==> config.mk <==
export PLATFORM = sky130hd
export DESIGN_NAME = mod_updown_counter
export DESIGN_NICKNAME = d
export VERILOG_FILES = /design/src/rtl/mod_updown_counter.sv
export SDC_FILE = /design/constraint.sdc
export NUM_CORES = 1
export LEC_CHECK = 0
export CAP_MARGIN = 20
export CORE_UTILIZATION = 59
export CTS_BUF_LIST = sky130_fd_sc_hd__clkbuf_8 sky130_fd_sc_hd__clkbuf_16
export CTS_CLUSTER_DIAMETER = 30
export DETAILED_ROUTE_END_ITERATION = 8
export PLACE_DENSITY = 0.87
export SYNTH_ARGS = -nofsm -noshare
export SYNTH_HDL_FRONTEND = slang
export SYNTH_SLANG_ARGS = --single-unit
==> constraint.sdc <==
create_clock -name clk -period 10.5 [get_ports clk]
set_clock_uncertainty 0.2 [all_clocks]
set_input_delay 2.1 -clock clk [delete_from_list [all_inputs] [get_ports clk]]
set_output_delay 2.1 -clock clk [all_outputs]
set_load 0.005 [all_outputs]
==> src/rtl/mod_updown_counter.sv <==
// Modulo up/down counter with parallel load, configurable step and wrap or clamp at the bounds.
// count/wrap/load_err are registered; at_zero/at_max decode the registered count.
module mod_updown_counter #(
    parameter int unsigned WIDTH    = 8,
    parameter int unsigned MODULUS  = 200,
    parameter bit          SATURATE = 1'b0
) (
    input  logic             clk,
    input  logic             rst,
    input  logic             enable,
    input  logic             ud,
    input  logic             lc,
    input  logic [WIDTH-1:0] load_val,
    input  logic [WIDTH-1:0] step,
    output logic [WIDTH-1:0] count,
    output logic             at_zero,
    output logic             at_max,
    output logic             wrap,
    output logic             load_err
);

    localparam logic [WIDTH:0]   MOD_W = (WIDTH+1)'(MODULUS);
    localparam logic [WIDTH-1:0] MAX_V = WIDTH'(MODULUS - 1);

    logic [WIDTH-1:0] count_q, count_d;
    logic             wrap_q, wrap_d;
    logic             load_err_q, load_err_d;

    logic [WIDTH-1:0] step_eff;
    logic [WIDTH:0]   sum_up;
    logic [WIDTH:0]   sum_down_wrap;

    // An out-of-range step is clamped to MODULUS-1 so every result stays in range.
    assign step_eff      = ({1'b0, step} >= MOD_W) ? MAX_V : step;
    assign sum_up        = {1'b0, count_q} + {1'b0, step_eff};
    assign sum_down_wrap = {1'b0, count_q} + MOD_W - {1'b0, step_eff};

    always_comb begin
        count_d    = count_q;
        wrap_d     = 1'b0;
        load_err_d = 1'b0;
        if (enable) begin
            if (lc) begin
                if ({1'b0, load_val} >= MOD_W) begin
                    count_d    = MAX_V;
                    load_err_d = 1'b1;
                end else begin
                    count_d = load_val;
                end
            end else if (!ud) begin
                if (sum_up >= MOD_W) begin
                    wrap_d  = 1'b1;
                    count_d = SATURATE ? MAX_V : WIDTH'(sum_up - MOD_W);
                end else begin
                    count_d = sum_up[WIDTH-1:0];
                end
            end else begin
                if (step_eff <= count_q) begin
                    count_d = count_q - step_eff;
                end else begin
                    wrap_d  = 1'b1;
                    count_d = SATURATE ? '0 : sum_down_wrap[WIDTH-1:0];
                end
            end
        end
    end

    always_ff @(posedge clk) begin
        if (!rst) begin
            count_q    <= '0;
            wrap_q     <= 1'b0;
            load_err_q <= 1'b0;
        end else begin
            count_q    <= count_d;
            wrap_q     <= wrap_d;
            load_err_q <= load_err_d;
        end
    end

    assign count    = count_q;
    assign wrap     = wrap_q;
    assign load_err = load_err_q;
    assign at_zero  = (count_q == '0);
    assign at_max   = (count_q == MAX_V);

endmodule
==> results.cfg <==
[critical_path]
cp-end-kind = flip-flop
worstPathArrival_ps = 5900
path_class = primary input to flip-flop
start_kind = primary input
critical_path.max_fanout = 12
crit_required_ps = 10420

[cts]
clk_latency_ps = 230
clk_pin_slew_ps = 40
cts_hold_buffers = 0
clk_path_buf_depth = 2
clock_sinks = 10
clock-root-buffer = clkbuf_8
cts_tree = built
h-tree-depth = 1
post_cts_resized = 0
cts_setup_buffers = 0
numCtsBuffers = 3

[logic_synthesis]
synthTopCellsByCount = 31 x inv_1, 25 x ha_1, 20 x nand2_1, 15 x nor2_1
synth_top_area_share_pct = 15.9
synth_ff_type = dfxtp_1
synth_mux_area_share_pct = 2.22
synthArstFlopShare_pct = 0
synth_compound_area_share_pct = 25.1
synthSimpleGateAreaFrac_pct = 25.1
synth_area_leaders = ha_1 16%, dfxtp_1 10%, fa_1 7.1%, inv_1 5.9%, xnor2_1 4.4%
synth_fa_ha_area_share_pct = 23.0
synth_edf_count = 0
syn_avg_cell_area_sq_um = 7.56
synth_cell_types = 61
syn_area_sq_um = 1970
yosysWarnings = 0
synth_top_family_by_area = compound AO/OA/AOI/OAI gates
syn_inst = 261
synth_nets = 314
synth-seq-cells = 10
synth_top_cell_by_area = ha_1
yosysSeqAreaShare_pct = 10.2
yosys.area_share.xor_xnor_pct = 5.77
yosysMostFrequentCell = inv_1

[status]
outcome = completed

[global_routing]
gr-total-overflow = 0
grt.total_usage_pct = 32.7
grt_max_degree = 17
antenna_found_initial = 0
grt_pass1_wl_microns = 8760
grt_pass1_vias = 1824

[finish]
drive_gt1_share_pct = 5.61
fill_cells = 268
fin_util_pct = 75.6
diodes = 0
fin_nets = 340
area_growth_pct = 19.0

[pwr]
p_clk_share_pct = 13.8
seq_power_share_pct = 17.4
p_int_mw = 0.151
switchingPower_mw = 0.128
power.leakage_nw = 1.00
power.density_nw_per_um2 = 119
vdd_drop_max_mv = 0.0974
power_frac_comb_pct = 68.8
power_mw = 0.279
p_sw_share_pct = 45.8

[run]
cap_viol_max_count = 0

[sta]
period_share_pct = 57.0
period_minus_slack_ps = 5980
hold_viol = 0
clock.fmax_mhz = 167
drv_slew = 0
max_slew_margin_pct = 27.5
finalSetupViolCount = 0
rsz0062_at_grt = no
fin_ws_ps = 4520
worst_slew_pin_slew_ps = 1080
fin_tns_setup_ps = 0

[floorplanning]
core_sq_um = 3100
die_w_microns = 59.8
pin_count = 33
initial_core_util_pct = 63.5
die_h_microns = 59.8
dieArea_sq_um = 3580
rows = 20

[placement]
dp_hpwl_microns = 4390
io_buffers = 32
detailedPlace.worstSlack_ps = 4360
gp_congestion = 1.00

[detailed_routing]
routed_wl_microns = 5440
antenna_left = 0
drc = 0
drt_first_pass_iters = 4
drt-wirelength-per-cell_microns = 16.5
vias_per_cell = 6.17
drt_iter0_drc = 133
num_vias = 2030

[min_path]
hp-class = flip-flop to flip-flop
## per-stage QoR
| step | hold WS [ps] | instance area [sq um] | std cells |
|---|---|---|---|
| floorplan | 377 | 1970 | 261 |
| global placement | 416 | 2310 | 326 |
| detailed placement | 422 | 2310 | 326 |
| CTS | 424 | 2350 | 329 |
| global route | 470 | 2350 | 329 |
| finish | 422 | 2350 | 329 |
## worst paths after layout
path	depth (start not counted)	slack, ps	from	to
max reg2reg	11	6970	count[3]	count[4]
min reg2reg	2	420	count[0]	count[0]
max	13	4520	step[6]	count[5]
min	2	420	count[0]	count[0]
## cell usage in the layout, fill, tap and decap left out, types with 3 or more instances in the layout
cell,n
nand3b_1,6
nor2_1,15
a31oi_1,4
o21ai_0,13
clkdlybuf4s50_1,32
inv_1,31
nand3_1,3
or4_1,4
ha_1,25
nand2_1,20
fa_1,7
xnor2_1,10
a21oi_1,13
mux2_2,3
clkbuf_8,3
dfxtp_1,10
a211oi_1,6
a311oi_1,3
nor2b_1,5
nor3_1,8
o211ai_1,3
nand2b_1,8
and2_1,3
xor2_1,3
## cells by family (layout without fill, tap and decap cells)
| group | Yosys count | count (layout) |
|---|---|---|
| simple gates | 89 | 89 |
| flops | 10 | 10 |
| buf+inv | 44 | 68 |
| xor+xnor | 13 | 13 |
| mux | 4 | 4 |
| compound gates | 69 | 69 |
| fa+ha+maj | 32 | 32 |
## critical path, cell delays in order
cell and delay (ps):
clkdlybuf4s50_1 590, nand2_1 140, or2_2 360, nand2b_1 140
ha_1 200, inv_1 80, fa_1 410, nand3b_1 120
a221oi_1 110, o41ai_2 940, a21oi_1 170, a22o_1 280
a32o_1 260
## layer usage
metal	global-route usage [%]	up-vias	share of wire [%]
li1	-	979	-
met1	45.0	950	44
met2	53.0	88	47
met3	5.19	13	6.2
met4	7.97	0	2.5
met5	0	-	0
## registers in the layout (all words and copies together), names as in the netlist
register / count
load_err: 1
count: 8
wrap: 1
## power groups by stage
stage                     registers (mW)  clock network, mW  logic (mW)
after floorplan                   0.0472                  0       0.135
after global placement            0.0490                  0       0.184
after detailed placement          0.0493                  0       0.187
after CTS                         0.0485             0.0396       0.188
after global routing              0.0490             0.0413       0.210
final                             0.0485             0.0386       0.192
## area by class of cell
| type | instances | area [sq um] | area share, % |
|---|---|---|---|
| multi-input cells | 207 | 1610 | 68.4 |
| flip-flops and latches | 10 | 200 | 8.53 |
| well taps | 44 | 55.1 | 2.35 |
| repair buffers | 32 | 320 | 13.6 |
| inverters | 33 | 124 | 5.28 |
| clock buffers | 3 | 41.3 | 1.76 |
No activity file was read; power rests on OpenSTA's default activity.
